<file path="src/rtl/sb_cfg_pkg.sv">
// ---------------------------------------------------------------------------
// sb_cfg_pkg
// Shared definitions for the switchbox configuration loader:
//   - cfg_state_e   : loader FSM states
//   - CRC16_POLY/INIT : readback CRC-16 constants (MSB-first)
//   - SETTLE_CYCLES : idle cycles between the last chain shift and DONE
//   - crc16_step()  : one serial CRC-16 update
// ---------------------------------------------------------------------------
package sb_cfg_pkg;

  typedef enum logic [2:0] {
    ST_IDLE   = 3'd0,
    ST_FETCH  = 3'd1,
    ST_SHIFT  = 3'd2,
    ST_SETTLE = 3'd3,
    ST_DONE   = 3'd4
  } cfg_state_e;

  localparam logic [15:0] CRC16_POLY    = 16'h1021;
  localparam logic [15:0] CRC16_INIT    = 16'hFFFF;
  localparam int unsigned SETTLE_CYCLES = 2;

  // Serial CRC-16 update, one data bit, MSB-first (feedback from bit 15).
  function automatic logic [15:0] crc16_step(input logic [15:0] crc, input logic din);
    logic fb;
    fb = crc[15] ^ din;
    crc16_step = {crc[14:0], 1'b0} ^ (fb ? CRC16_POLY : 16'h0000);
  endfunction

endpackage

</file>
<file path="src/rtl/sb_config_loader_if.sv">
// ---------------------------------------------------------------------------
// sb_config_loader_if
// Bitstream word handshake between a word source and the config loader.
//   word_data  : bitstream word, MSB shifted into the chain first
//   word_valid : word_data is valid (source -> loader)
//   word_ready : loader accepts word_data this cycle (loader -> source)
// Modports: master = word source, slave = loader.
// ---------------------------------------------------------------------------
interface sb_config_loader_if #(
  parameter int unsigned WORD_W = 32
);
  logic [WORD_W-1:0] word_data;
  logic              word_valid;
  logic              word_ready;

  modport master (output word_data, output word_valid, input word_ready);
  modport slave  (input word_data, input word_valid, output word_ready);
endinterface

</file>
<file path="src/rtl/sb_cfg_crc16.sv">
// ---------------------------------------------------------------------------
// sb_cfg_crc16
// Serial CRC-16 accumulator (poly 0x1021, init 0xFFFF, MSB first).
// Ports:
//   clk, nrst : clock, asynchronous active-low reset (crc -> init)
//   clear     : reload init value (has priority over en)
//   en        : fold din into the CRC this cycle
//   din       : serial data bit
//   crc       : registered CRC value, holds while en and clear are low
// ---------------------------------------------------------------------------
module sb_cfg_crc16
  import sb_cfg_pkg::*;
(
  input  logic        clk,
  input  logic        nrst,
  input  logic        clear,
  input  logic        en,
  input  logic        din,
  output logic [15:0] crc
);

  // CRC register: clear, accumulate, or hold.
  always_ff @(posedge clk or negedge nrst) begin
    if (!nrst) begin
      crc <= CRC16_INIT;
    end else if (clear) begin
      crc <= CRC16_INIT;
    end else if (en) begin
      crc <= crc16_step(crc, din);
    end else begin
      crc <= crc;
    end
  end

endmodule

</file>
<file path="src/rtl/sb_config_loader.sv">
// ---------------------------------------------------------------------------
// sb_config_loader
// Streams CHAIN_BITS of configuration, fetched as WORD_W-bit words (MSB
// first), into a serial switchbox configuration chain while holding the
// fabric isolated; releases isolation only after a complete load.
// Parameters: CHAIN_BITS (chain length), WORD_W (word width, divides CHAIN_BITS)
// Ports:
//   clk, nrst     : clock, asynchronous active-low reset
//   start, abort  : begin a load (IDLE only) / terminate a load
//   bus (slave)   : word_data / word_valid / word_ready handshake
//   cfg_bit       : serial data to the chain head (0 when not shifting)
//   cfg_shift     : chain shift enable
//   cfg_mode      : fabric isolate, 1 = routed outputs tri-stated
//   cfg_tail      : serial data from the chain tail
//   busy, done    : not IDLE / one-cycle successful completion pulse
//   error         : sticky abort flag, cleared by the next accepted start
//   readback_crc  : CRC-16 of cfg_tail over shifting cycles
// Optional feature: define SB_CFG_READBACK_EN to build the readback CRC;
// otherwise readback_crc is tied to zero.
// All outputs are registered: each is computed from the next state.
// ---------------------------------------------------------------------------
module sb_config_loader
  import sb_cfg_pkg::*;
#(
  parameter int unsigned CHAIN_BITS = 256,
  parameter int unsigned WORD_W     = 32
) (
  input  logic                clk,
  input  logic                nrst,
  input  logic                start,
  input  logic                abort,
  sb_config_loader_if.slave   bus,
  output logic                cfg_bit,
  output logic                cfg_shift,
  output logic                cfg_mode,
  input  logic                cfg_tail,
  output logic                busy,
  output logic                done,
  output logic                error,
  output logic [15:0]         readback_crc
);

  localparam int unsigned NUM_WORDS = CHAIN_BITS / WORD_W;
  localparam int unsigned WCNT_W    = $clog2(NUM_WORDS + 1);
  localparam int unsigned BCNT_W    = (WORD_W > 2) ? $clog2(WORD_W) : 1;

  if ((WORD_W < 2) || (CHAIN_BITS == 0) || ((CHAIN_BITS % WORD_W) != 0)) begin : g_param_check
    $error("sb_config_loader: CHAIN_BITS must be a non-zero multiple of WORD_W (WORD_W >= 2)");
  end

  cfg_state_e        state_r, state_s;
  logic [WORD_W-1:0] sreg_r, sreg_s;
  // bit_cnt counts bits within a word in SHIFT and is reused as the SETTLE timer.
  logic [BCNT_W-1:0] bit_cnt_r, bit_cnt_s;
  logic [WCNT_W-1:0] word_cnt_r, word_cnt_s;
  logic              word_ready_r, word_ready_s;
  logic              cfg_bit_r, cfg_bit_s;
  logic              cfg_shift_r, cfg_shift_s;
  logic              cfg_mode_r, cfg_mode_s;
  logic              busy_r, busy_s;
  logic              done_r, done_s;
  logic              error_r, error_s;
  logic              start_ok_s;

  // Next-state, datapath and next-output decode.
  always_comb begin
    state_s    = state_r;
    sreg_s     = sreg_r;
    bit_cnt_s  = bit_cnt_r;
    word_cnt_s = word_cnt_r;
    cfg_mode_s = cfg_mode_r;
    error_s    = error_r;
    start_ok_s = 1'b0;

    if (abort && (state_r != ST_IDLE)) begin
      // Chain is left partial, so keep the fabric isolated.
      state_s    = ST_IDLE;
      error_s    = 1'b1;
      cfg_mode_s = 1'b1;
    end else begin
      case (state_r)
        ST_IDLE: begin
          if (start && !abort) begin
            state_s    = ST_FETCH;
            start_ok_s = 1'b1;
            bit_cnt_s  = '0;
            word_cnt_s = '0;
            error_s    = 1'b0;
            cfg_mode_s = 1'b1;
          end else begin
            state_s = ST_IDLE;
          end
        end
        ST_FETCH: begin
          if (bus.word_valid && word_ready_r) begin
            sreg_s    = bus.word_data;
            bit_cnt_s = '0;
            state_s   = ST_SHIFT;
          end else begin
            state_s = ST_FETCH;
          end
        end
        ST_SHIFT: begin
          sreg_s = sreg_r << 1;
          if (bit_cnt_r == BCNT_W'(WORD_W - 1)) begin
            bit_cnt_s  = '0;
            word_cnt_s = word_cnt_r + WCNT_W'(1);
            if (word_cnt_r == WCNT_W'(NUM_WORDS - 1)) begin
              state_s = ST_SETTLE;
            end else begin
              state_s = ST_FETCH;
            end
          end else begin
            bit_cnt_s = bit_cnt_r + BCNT_W'(1);
          end
        end
        ST_SETTLE: begin
          if (bit_cnt_r == BCNT_W'(SETTLE_CYCLES - 1)) begin
            bit_cnt_s  = '0;
            state_s    = ST_DONE;
            cfg_mode_s = 1'b0;
          end else begin
            bit_cnt_s = bit_cnt_r + BCNT_W'(1);
          end
        end
        ST_DONE: begin
          state_s = ST_IDLE;
        end
        default: begin
          state_s = ST_IDLE;
        end
      endcase
    end

    word_ready_s = (state_s == ST_FETCH);
    cfg_shift_s  = (state_s == ST_SHIFT);
    cfg_bit_s    = cfg_shift_s & sreg_s[WORD_W-1];
    busy_s       = (state_s != ST_IDLE);
    done_s       = (state_s == ST_DONE);
  end

  // State, datapath and output registers.
  always_ff @(posedge clk or negedge nrst) begin
    if (!nrst) begin
      state_r      <= ST_IDLE;
      sreg_r       <= '0;
      bit_cnt_r    <= '0;
      word_cnt_r   <= '0;
      word_ready_r <= 1'b0;
      cfg_bit_r    <= 1'b0;
      cfg_shift_r  <= 1'b0;
      cfg_mode_r   <= 1'b1;
      busy_r       <= 1'b0;
      done_r       <= 1'b0;
      error_r      <= 1'b0;
    end else begin
      state_r      <= state_s;
      sreg_r       <= sreg_s;
      bit_cnt_r    <= bit_cnt_s;
      word_cnt_r   <= word_cnt_s;
      word_ready_r <= word_ready_s;
      cfg_bit_r    <= cfg_bit_s;
      cfg_shift_r  <= cfg_shift_s;
      cfg_mode_r   <= cfg_mode_s;
      busy_r       <= busy_s;
      done_r       <= done_s;
      error_r      <= error_s;
    end
  end

  assign bus.word_ready = word_ready_r;
  assign cfg_bit        = cfg_bit_r;
  assign cfg_shift      = cfg_shift_r;
  assign cfg_mode       = cfg_mode_r;
  assign busy           = busy_r;
  assign done           = done_r;
  assign error          = error_r;

`ifdef SB_CFG_READBACK_EN
  // The tail is sampled on exactly the cycles the chain shifts; the CRC then
  // holds until the next accepted start clears it.
  sb_cfg_crc16 u_crc16 (
    .clk   (clk),
    .nrst  (nrst),
    .clear (start_ok_s),
    .en    (cfg_shift_r),
    .din   (cfg_tail),
    .crc   (readback_crc)
  );
`else
  logic unused_readback_s;
  assign unused_readback_s = cfg_tail ^ start_ok_s;
  assign readback_crc      = 16'h0000;
`endif

endmodule

</file>
<file path="src/flat_wrapper.sv">
// flat-port wrapper written by rule: the top's interface ports become plain ports
module sb_config_loader_flat import sb_cfg_pkg::*;
#(
  parameter int unsigned CHAIN_BITS = 256,
  parameter int unsigned WORD_W     = 32
)
  (clk, nrst, start, abort, cfg_bit, cfg_shift, cfg_mode, cfg_tail, busy, done, error, readback_crc, bus_word_data, bus_word_valid, bus_word_ready);
  sb_config_loader_if #(.WORD_W(WORD_W)) bus_i ();
  input  logic clk;
  input  logic nrst;
  input  logic start;
  input  logic abort;
  output logic cfg_bit;
  output logic cfg_shift;
  output logic cfg_mode;
  input  logic cfg_tail;
  output logic busy;
  output logic done;
  output logic error;
  output logic [15:0] readback_crc;
  input wire logic [$bits(bus_i.word_data)-1:0] bus_word_data;
  input wire logic [$bits(bus_i.word_valid)-1:0] bus_word_valid;
  output wire logic [$bits(bus_i.word_ready)-1:0] bus_word_ready;
  assign bus_i.word_data = bus_word_data;
  assign bus_i.word_valid = bus_word_valid;
  assign bus_word_ready = bus_i.word_ready;
  sb_config_loader #(.CHAIN_BITS(CHAIN_BITS), .WORD_W(WORD_W)) u_core (.clk(clk), .nrst(nrst), .start(start), .abort(abort), .bus(bus_i), .cfg_bit(cfg_bit), .cfg_shift(cfg_shift), .cfg_mode(cfg_mode), .cfg_tail(cfg_tail), .busy(busy), .done(done), .error(error), .readback_crc(readback_crc));
endmodule
</file>
<file path="config.mk">
export PLATFORM = sky130hd
export DESIGN_NAME = sb_config_loader_flat
export DESIGN_NICKNAME = d
export VERILOG_FILES = /design/src/rtl/sb_cfg_pkg.sv /design/src/rtl/sb_config_loader_if.sv /design/src/rtl/sb_cfg_crc16.sv /design/src/rtl/sb_config_loader.sv /design/src/flat_wrapper.sv
export SDC_FILE = /design/constraint.sdc
export NUM_CORES = 1
export LEC_CHECK = 0
export CORE_ASPECT_RATIO = 1.25
export CORE_MARGIN = 2
export CORE_UTILIZATION = 54
export CTS_BUF_LIST = sky130_fd_sc_hd__clkbuf_16
export DETAILED_ROUTE_END_ITERATION = 8
export GPL_TIMING_DRIVEN = 0
export MAX_ROUTING_LAYER = met4
export PLACE_DENSITY = 0.85
export SETUP_SLACK_MARGIN = 0.2
export SYNTH_ARGS = -nofsm -noshare
export SYNTH_HDL_FRONTEND = slang
export SYNTH_HIERARCHICAL = 1
export SYNTH_SLANG_ARGS = --single-unit
</file>
<file path="constraint.sdc">
create_clock -name clk -period 4 [get_ports clk]
set_input_delay 1 -clock clk [delete_from_list [all_inputs] [get_ports clk]]
set_output_delay 1 -clock clk [all_outputs]
set_load 0.01 [all_outputs]
</file>
==> flow_summary.yaml, run 1 <==
status:
  status: "completed"
layout:
  mostFrequentLayoutCells: "dfrtp_1 (50), clkdlybuf4s50_1 (42), nor2_1 (42), a21oi_1 (33), a22oi_1 (32)"
  area_growth_pct: 27.2
  final_common_cell: "dfrtp_1"
  antennaDiodeCount: 0
  drive_above_1_share_pct: 14.2
  final_nets: 379
timing:
  fin_setup_tns_ns: 0
  drv_slew: 0
  hold_viol: 0
  finalSetupViolations: 0
  slew_headroom_pct: 59.0
  rsz0062_at_grt: "false"
  clock_skew_ns: 0.00696
  fin_crit_ns: 2.69
  hold_slack_ns: 0.537
  fmax_ghz: 0.371
  finalCritPeriodShare_pct: 67.3
  worst_pin_slew_ns: 0.612
pwr:
  switching_power_w: 0.000775
  p_seq_share_pct: 39.6
  ir_drop_uv: 361
  p_per_area_nw_per_um2: 626
  clkPwrFrac_pct: 19.4
  switching_share_pct: 36.7
  comb_power_share_pct: 41.0
  internal-power_w: 0.00134
  p_leak_nw: 1.44
logic_synthesis:
  synth_area_leader_cell: "dfrtp_1"
  synth_area_leaders: "dfrtp_1 (47%), a22oi_1 (9.0%), a21oi_1 (6.2%), nor2_1 (5.9%), buf_4 (4.5%)"
  synth_top_flop_cell: "dfrtp_1"
  synthSimpleGateAreaFrac_pct: 17.1
  syn_area_per_cell_um2: 9.80
  synth-seq-cells: 51
  muxShareOfSynthArea_pct: 0.754
  synth_edf_count: 0
  synth_compound_area_share_pct: 22.8
  ys_async_sr_fraction_pct: 100
  ys_seq_area_share_pct: 48.1
  synth.distinct_cells: 44
  synth.cell_area_um2: 2660
  synthXorXnorAreaFrac_pct: 0
  synth_fa_ha_area_share_pct: 1.89
  synth_top_area_share_pct: 47.1
  ys.warnings.count: 6
  synth_top_family_by_area: "compound AO/OA/AOI/OAI gates"
  syn_inst: 271
critical_path:
  required_ns: 4.15
  critical_path_class: "input pin to register"
  start_kind: "input pin"
  crit_path_end: "u_core/sreg_r[19]$_DFFE_PN0P_"
  critPathArrivalTime_ns: 2.84
  cp_num_buf_inv: 3
  path_cells: "clkdlybuf4s50_1, buf_1, nor3_2, clkbuf_1, a21oi_1"
  crit_slowest_cell: "nor3_2"
  cp_num_cells: 5
  worstSetupEndpointType: "register"
  rr_startpoint: "u_core/bit_cnt_r[0]$_DFFE_PN0P_"
  critical_path.max_stage_delay_ns: 0.57
  rrSetupSlack_ns: 1.81
  crit_fanout: 10
  r2r_end: "u_core/cfg_bit$_DFF_PN0_"
  reg2reg_depth: 7
  startpoint: "abort"
  critPathTopFamily: "buffers and inverters"
hold_path:
  min-delay-path-class: "register to register"
route:
  drt_pre_antenna_iters: 5
  route.detailed.drc: 0
  viasPerCell: 5.59
  routedWlPerCell_um: 14.4
  ant_nets: 0
  via_count: 2225
  initialDrtViolationCount: 230
  wirelength_mm: 5.73
run:
  maxCapViolCount: 0
placement:
  gp_congestion: 0.880
  dpl.hpwl_mm: 4.10
  io_buffers: 43
clock_tree:
  clockBufferDepth: 2
  numCtsBuffers: 5
  clk-insertion-delay-late_ns: 0.28
  cts-resized-gates: 0
  ctsHoldBuffers: 0
  clkSinkCount: 51
  htreeDepth: 2
  clockRootBuffer: "clkbuf_16"
  clkTransAtPathRegs_ns: 0.07
  cts_tree: "built"
  postCtsSetupBuffers: 0
die:
  die_area_um2: 5500
  row_count: 28
  die_x_um: 66.7
  core-area_um2: 4730
  ios: 61
  die_h_um: 82.4
  start_util_pct: 56.1
grt:
  grt_usage_pct: 22.7
  grt_max_degree: 34
  grt_pass1_wl_mm: 9.28
  grt-ovfl-total: 0
  grt_pass1_vias: 2068
  grt_antenna_before_repair: 0
## layout make-up
| cell class | count | area (um2) |
|---|---|---|
| multi-input combinational | 191 | 1190 |
| fill | 360 | 1350 |
| clock inverter | 3 | 20.0 |
| sequential | 51 | 1280 |
| timing repair buffer | 44 | 445 |
| clock buffer | 5 | 125 |
| inverter | 11 | 41.3 |
| tap | 60 | 75.1 |
| buffer | 33 | 203 |
## flip-flops by register name, indices dropped and copies added (netlist names)
register               flops
u_core/bit_cnt_r           5
u_core/state_r             3
u_core/cfg_shift           1
u_core/error               1
u_core/done                1
u_core/cfg_mode            1
u_core/cfg_bit             1
u_core/bus.word_ready      1
u_core/word_cnt_r          4
u_core/sreg_r             32
u_core/busy                1
## worst min-delay path by stage
stage | startpoint | to | depth (start not counted)
3_3_place_gp | u_core/word_cnt_r[1]$_DFFE_PN0P_ | u_core/word_cnt_r[1]$_DFFE_PN0P_ | 2
4_1_cts | u_core/sreg_r[20]$_DFFE_PN0P_ | u_core/sreg_r[20]$_DFFE_PN0P_ | 2
2_1_floorplan | u_core/word_cnt_r[1]$_DFFE_PN0P_ | u_core/word_cnt_r[1]$_DFFE_PN0P_ | 2
6_report | u_core/sreg_r[25]$_DFFE_PN0P_ | u_core/sreg_r[25]$_DFFE_PN0P_ | 2
3_5_place_dp | u_core/sreg_r[20]$_DFFE_PN0P_ | u_core/sreg_r[20]$_DFFE_PN0P_ | 2
5_1_grt | u_core/word_cnt_r[0]$_DFFE_PN0P_ | u_core/word_cnt_r[0]$_DFFE_PN0P_ | 1
## metrics by stage
| step | total power (W) | instances | area [um2] | worst slack (ns) | utilization, % |
|---|---|---|---|---|---|
| 3_3_place_gp | 0.00166 | 389 | 3220 | 0.469 | 68.0 |
| 2_1_floorplan | 0.00145 | 286 | 2710 | 1.92 | - |
| 5_1_grt | 0.00226 | 398 | 3380 | 1.12 | 71.4 |
| 4_1_cts | 0.00212 | 398 | 3380 | 1.32 | 71.4 |
| 3_5_place_dp | 0.00170 | 390 | 3230 | 1.07 | 68.3 |
| 6_report | 0.00211 | 398 | 3380 | 1.31 | 71.4 |
## cells in the mapped netlist, types with 2 or more instances
cell	instances
a21oi_1	33
a22oi_1	32
a31oi_1	2
buf_2	9
buf_4	16
clkbuf_1	6
dfrtp_1	50
ha_1	4
inv_1	10
mux2i_1	2
nand2_1	7
nand3_1	9
nand3b_1	2
nor2_1	42
nor2b_1	3
nor3_2	2
nor4_4	2
nor4b_4	2
o21ai_0	11
o22ai_1	3
## worst register-to-register path, cell delays in order, from the launching register on
cell and delay [ns]:
dfrtp_1 0.42, ha_1 0.25, and3_1 0.19, ha_1 0.26, a22oi_1 0.47, nor2_1 0.13, nor4b_4 0.25, and2_1 0.15
## kinds of logic after synthesis
| logic type | count (synthesis) |
|---|---|
| AOI/OAI and AO/OA | 90 |
| adders and majority gates | 4 |
| buffers and inverters | 44 |
| DFF | 51 |
| muxes | 2 |
| other | 1 |
| and+or+nand+nor | 79 |
## power by group through the flow
| stage | Clock, W | Combinational, W | Sequential (W) |
|---|---|---|---|
| 5_1_grt | 0.000445 | 0.000961 | 0.000855 |
| 3_5_place_dp | 0 | 0.000857 | 0.000841 |
| 4_1_cts | 0.000421 | 0.000871 | 0.000833 |
| 3_3_place_gp | 0 | 0.000828 | 0.000835 |
| 6_report | 0.000410 | 0.000868 | 0.000837 |
| 2_1_floorplan | 0 | 0.000629 | 0.000824 |
## routing by layer
metal	GRT usage (%)	wire length, um	vias up
met3	3.39	283	6
met2	40.1	3010	63
li1	-	-	1070
met5	-	0	-
met1	27.6	2390	1086
met4	4.90	51	0
Note: power is estimated with default switching activity, not from simulation.
==> inputs of run 2 (changes only) <==
--- a/config.mk
+++ b/config.mk
@@ -7,12 +7,12 @@
 export LEC_CHECK = 0
 export CORE_ASPECT_RATIO = 1.25
 export CORE_MARGIN = 2
-export CORE_UTILIZATION = 54
+export CORE_UTILIZATION = 45
 export CTS_BUF_LIST = sky130_fd_sc_hd__clkbuf_16
 export DETAILED_ROUTE_END_ITERATION = 8
 export GPL_TIMING_DRIVEN = 0
 export MAX_ROUTING_LAYER = met4
-export PLACE_DENSITY = 0.85
+export PLACE_DENSITY = 0.76
 export SETUP_SLACK_MARGIN = 0.2
 export SYNTH_ARGS = -nofsm -noshare
 export SYNTH_HDL_FRONTEND = slang
==> constraint.sdc (replaced) <==
create_clock -name clk -period 2.4 [get_ports clk]
set_input_delay 0.6 -clock clk [delete_from_list [all_inputs] [get_ports clk]]
set_output_delay 0.6 -clock clk [all_outputs]
set_load 0.01 [all_outputs]
==> flow_summary.yaml, run 2 (same netlist as run 1, synthesis figures left out) <==
layout:
  final_nets: 384
  area_growth_pct: 30.6
  largest_reg_flops: 32
  antennaDiodeCount: 0
  drive_above_1_share_pct: 17.8
  regArea_um2: 1280
  fin_cells: 409
  regMostFlops: "u_core/sreg_r"
  multi_input_area_um2: 1200
  final_common_cell: "dfrtp_1"
  reg.largest.list: "u_core/sreg_r x32, u_core/bit_cnt_r x5, u_core/word_cnt_r x4"
  final_area_um2: 3470
  mostFrequentLayoutCells: "dfrtp_1 (50), clkdlybuf4s50_1 (42), nor2_1 (42), a21oi_1 (33), a22oi_1 (31)"
  fill_cells: 500
critical_path:
  cp_num_buf_inv: 0
  critPathTopFamily: "simple AND/OR/NAND/NOR gates"
  worstSetupEndpointType: "register"
  crit_fanout: 6
  start_kind: "register"
  cp_common_cell: "ha_1"
  critical_path.max_stage_delay_ns: 0.42
  path_cells: "ha_1, and3_1, ha_1, nand2_1, o21ai_0, nand3_1, or3_1, a21oi_1"
  crit_slowest_cell: "dfrtp_1"
  critPathArrivalTime_ns: 2.28
  required_ns: 2.61
  critical_path_class: "register to register"
grt:
  grt_pass1_vias: 2125
  grt_antenna_before_repair: 0
  grt_pass1_wl_mm: 9.49
  grt_max_degree: 32
  grt_usage_pct: 18.4
  grt-ovfl-total: 0
die:
  start_util_pct: 46.3
  die_x_um: 72.7
  row_count: 31
  die_area_um2: 6530
  die_h_um: 89.9
  core-area_um2: 5740
  ios: 61
route:
  drt_pre_antenna_iters: 4
  route.detailed.drc: 0
  wirelength_mm: 5.72
  routedWlPerCell_um: 14.0
  viasPerCell: 5.36
  ant_nets: 0
  initialDrtViolationCount: 195
  via_count: 2194
clock_tree:
  numCtsBuffers: 5
  cts_tree: "built"
  clockRootBuffer: "clkbuf_16"
  htreeDepth: 2
  clk-insertion-delay-late_ns: 0.29
  clkSinkCount: 51
  clkTransAtPathRegs_ns: 0.07
  ctsHoldBuffers: 0
  clockBufferDepth: 2
placement:
  io_buffers: 43
  gp_congestion: 0.849
  placed_cells: 396
  dpl_cell_area_um2: 3240
  dpl.hpwl_mm: 3.99
  post-place-ws_ns: -0.151
timing:
  fin_setup_tns_ns: 0
  drv_slew: 0
  fin_crit_ns: 2.07
  fmax_ghz: 0.484
  rsz0062_at_grt: "false"
  hold_viol: 0
  worst_slack_ns: 0.332
  finalSetupViolations: 0
  finalCritPeriodShare_pct: 86.2
  clock_skew_ns: 0.00688
pwr:
  ir_drop_uv: 483
  p_leak_nw: 1.49
  p_per_area_nw_per_um2: 1060
  power.total_w: 0.00366
status:
  status: "completed"
run:
  maxCapViolCount: 0
hold_path:
  min-delay-path-class: "input pin to asynchronous set/reset pin"
[run 2: cell types whose count changed in the layout (fill, tap and decap cells not counted), sizes merged]
cell,before,now
bufinv,0,1
inv,11,12
clkbuf,11,12
buf,29,33
clkinv,2,0
[run 2: repair_timing]
| action | in CTS | in global routing |
|---|---|---|
| setup buffers | 3 | 2 |
| resized for setup | 2 | 9 |
| pin swaps | 1 | 3 |
| endpoints found under the setup margin | 15 | 28 |
[run 2: power by group]
group / switching [W] / internal (W) / total [W] / leakage [nW]
registers: 0.000196 / 0.00120 / 0.00140 / 0.637
clock network: 0.000312 / 0.000495 / 0.000807 / 0.0804
logic: 0.000793 / 0.000665 / 0.00146 / 0.772
total: 0.00130 / 0.00236 / 0.00366 / 1.49
[run 2: worst reg2reg max path: cells and delay by family, from the launching register on]
| kind | cells | cell delay [ns] |
|---|---|---|
| AND/OR/NAND/NOR | 4 | 0.84 |
| adder cells (fa/ha/maj) | 2 | 0.53 |
| flip-flops | 1 | 0.42 |
| AO/OA/AOI/OAI | 2 | 0.22 |
[run 2: final timing paths]
path / from / end / slack [ns] / cells past startpoint
min reg2reg: u_core/word_cnt_r[1]$_DFFE_PN0P_ / u_core/word_cnt_r[1]$_DFFE_PN0P_ / 0.53 / 2
min: nrst / u_core/sreg_r[3]$_DFFE_PN0P_ / 0.27 / 1
max in group asynchronous: nrst / u_core/cfg_mode$_DFFE_PN1P_ / 1.52 / 2
max: u_core/bit_cnt_r[0]$_DFFE_PN0P_ / u_core/word_cnt_r[3]$_DFFE_PN0P_ / 0.33 / 8
max reg2reg: u_core/bit_cnt_r[0]$_DFFE_PN0P_ / u_core/word_cnt_r[3]$_DFFE_PN0P_ / 0.33 / 8
min in group clk: u_core/word_cnt_r[1]$_DFFE_PN0P_ / u_core/word_cnt_r[1]$_DFFE_PN0P_ / 0.53 / 2
[run 2: final cells by class]
| type | count | area share [%] |
|---|---|---|
| Multi-Input combinational cell | 191 | 34.7 |
| Clock buffer | 5 | 3.61 |
| Clock inverter | 3 | 1.33 |
| Timing Repair Buffer | 49 | 13.9 |
| Buffer | 33 | 6.02 |
| Sequential cell | 51 | 36.8 |
| Inverter | 11 | 1.19 |
| Tap cell | 66 | 2.38 |
[run 2: per-stage QoR]
step	util, %	hold slack, ns
after floorplan	-	0.304
after detailed placement	56.4	0.515
after CTS	59.9	0.287
after global placement	56.2	0.501
final	60.4	0.274
after global routing	60.4	0.312
[run 2: layer usage]
layer	up-vias	GRT usage [%]	share of wire (%)
met2	53	31.1	52
met3	4	3.14	4.4
met1	1066	22.6	42
met5	-	-	0
met4	0	4.63	0.77
li1	1071	-	-
==> inputs of run 3 (changes only) <==
--- a/config.mk
+++ b/config.mk
@@ -5,6 +5,7 @@
 export SDC_FILE = /design/constraint.sdc
 export NUM_CORES = 1
 export LEC_CHECK = 0
+export CAP_MARGIN = 40
 export CORE_ASPECT_RATIO = 1.25
 export CORE_MARGIN = 2
 export CORE_UTILIZATION = 45
==> flow_summary.yaml, run 3 (same netlist as run 1, synthesis figures left out) <==
die:
  die_area_um2: 6530
  ios: 61
  row_count: 31
  start_util_pct: 46.3
  die_x_um: 72.7
  die_h_um: 89.9
  core-area_um2: 5740
critical_path:
  startpoint: "u_core/bit_cnt_r[0]$_DFFE_PN0P_"
  critical_path_class: "register to register"
  start_kind: "register"
  worstSetupEndpointType: "register"
  crit_fanout: 6
  path_cells: "ha_1, and3_1, ha_1, nand2_1, o21ai_0, nand3_1, or3_1, a21oi_1"
  crit_slowest_cell: "dfrtp_1"
  critical_path.max_stage_delay_ns: 0.42
  required_ns: 2.61
  rr_startpoint: "u_core/bit_cnt_r[0]$_DFFE_PN0P_"
  critPathArrivalTime_ns: 2.28
  cp_common_cell: "ha_1"
clock_tree:
  clkTransAtPathRegs_ns: 0.07
  clk-insertion-delay-late_ns: 0.29
  clockBufferDepth: 2
  numCtsBuffers: 5
  htreeDepth: 2
  clkSinkCount: 51
  ctsHoldBuffers: 0
  clockRootBuffer: "clkbuf_16"
  cts_tree: "built"
grt:
  grt_antenna_before_repair: 0
  grt-ovfl-total: 0
  grt_pass1_wl_mm: 9.49
  grt_pass1_vias: 2125
  grt_max_degree: 32
  grt_usage_pct: 18.4
route:
  wirelength_mm: 5.72
  routedWlPerCell_um: 14.0
  initialDrtViolationCount: 195
  ant_nets: 0
  via_count: 2194
  drt_pre_antenna_iters: 4
  route.detailed.drc: 0
  viasPerCell: 5.36
timing:
  finalCritPeriodShare_pct: 86.2
  clock_skew_ns: 0.00688
  fin_crit_ns: 2.07
  fmax_ghz: 0.484
  rsz0062_at_grt: "false"
  fin_setup_tns_ns: 0
  worst_slack_ns: 0.332
  hold_slack_ns: 0.274
  drv_slew: 0
  finalSetupViolations: 0
  hold_viol: 0
layout:
  antennaDiodeCount: 0
  drive_above_1_share_pct: 17.8
  final_nets: 384
  mostFrequentLayoutCells: "dfrtp_1 (50), clkdlybuf4s50_1 (42), nor2_1 (42), a21oi_1 (33), a22oi_1 (31)"
  area_growth_pct: 30.6
  reg.largest.list: "u_core/sreg_r x32, u_core/bit_cnt_r x5, u_core/word_cnt_r x4"
  utilization_pct: 60.4
  largest_reg_flops: 32
  final_common_cell: "dfrtp_1"
  fin_cells: 409
  regMostFlops: "u_core/sreg_r"
pwr:
  comb_power_share_pct: 39.8
  internal-power_w: 0.00236
  ir_drop_uv: 483
  switching_share_pct: 35.5
  p_seq_share_pct: 38.2
  switching_power_w: 0.00130
  p_per_area_nw_per_um2: 1060
  clkPwrFrac_pct: 22.0
  p_leak_nw: 1.49
run:
  maxCapViolCount: 0
hold_path:
  min-delay-path-class: "input pin to asynchronous set/reset pin"
placement:
  dpl.hpwl_mm: 3.99
  post-place-ws_ns: -0.151
  gp_congestion: 0.849
  placed_cells: 396
  io_buffers: 43
status:
  status: "completed"
==> run 3: power by group through the flow <==
stage	sequential, W	clock (W)	combinational [W]
after floorplan	0.00137	0	0.00105
final	0.00140	0.000807	0.00146
after global routing	0.00143	0.000856	0.00163
after detailed placement	0.00141	0	0.00142
after CTS	0.00140	0.000825	0.00145
after global placement	0.00139	0	0.00139
==> run 3: final timing paths <==
kind                            slack, ns  cells past startpoint                               end
max in group asynchronous            1.52                      2       u_core/cfg_mode$_DFFE_PN1P_
worst max-delay path                 0.33                      8  u_core/word_cnt_r[3]$_DFFE_PN0P_
worst min register to register       0.53                      2  u_core/word_cnt_r[1]$_DFFE_PN0P_
worst min-delay path                 0.27                      1      u_core/sreg_r[3]$_DFFE_PN0P_
min in group clk                     0.53                      2  u_core/word_cnt_r[1]$_DFFE_PN0P_
worst max register to register       0.33                      8  u_core/word_cnt_r[3]$_DFFE_PN0P_
==> run 3: through the flow <==
stage / power, W / area, um2
final: 0.00366 / 3470
after global routing: 0.00392 / 3470
after CTS: 0.00367 / 3440
after detailed placement: 0.00282 / 3240
after global placement: 0.00278 / 3220
after floorplan: 0.00242 / 2710
==> run 3: cell type report <==
cell class	instances	area, um2
Fill cell	500	2270
Buffer	33	209
Timing Repair Buffer	49	483
Sequential cell	51	1280
Tap cell	66	82.6
Inverter	11	41.3
Clock buffer	5	125
Clock inverter	3	46.3
Multi-Input combinational cell	191	1200
==> run 3: per-layer routing <==
metal / wire length [um] / track usage, %
met5: 0 / -
met4: 44 / 4.63
met3: 253 / 3.14
met2: 3000 / 31.1
met1: 2420 / 22.6
==> run 3: repair_timing <==
action / CTS / global route
pin swaps: 1 / 3
hold endpoints to repair: 0 / 0
setup endpoints to repair: 15 / 28
gates resized for setup: 2 / 9
buffers inserted: 3 / 2
==> run 3: critical path, delay by kind of cell, from the launching register on <==
| family | cells | cell delay, ns |
|---|---|---|
| compound gates | 2 | 0.22 |
| fa+ha+maj | 2 | 0.53 |
| flops | 1 | 0.42 |
| simple gates | 4 | 0.84 |
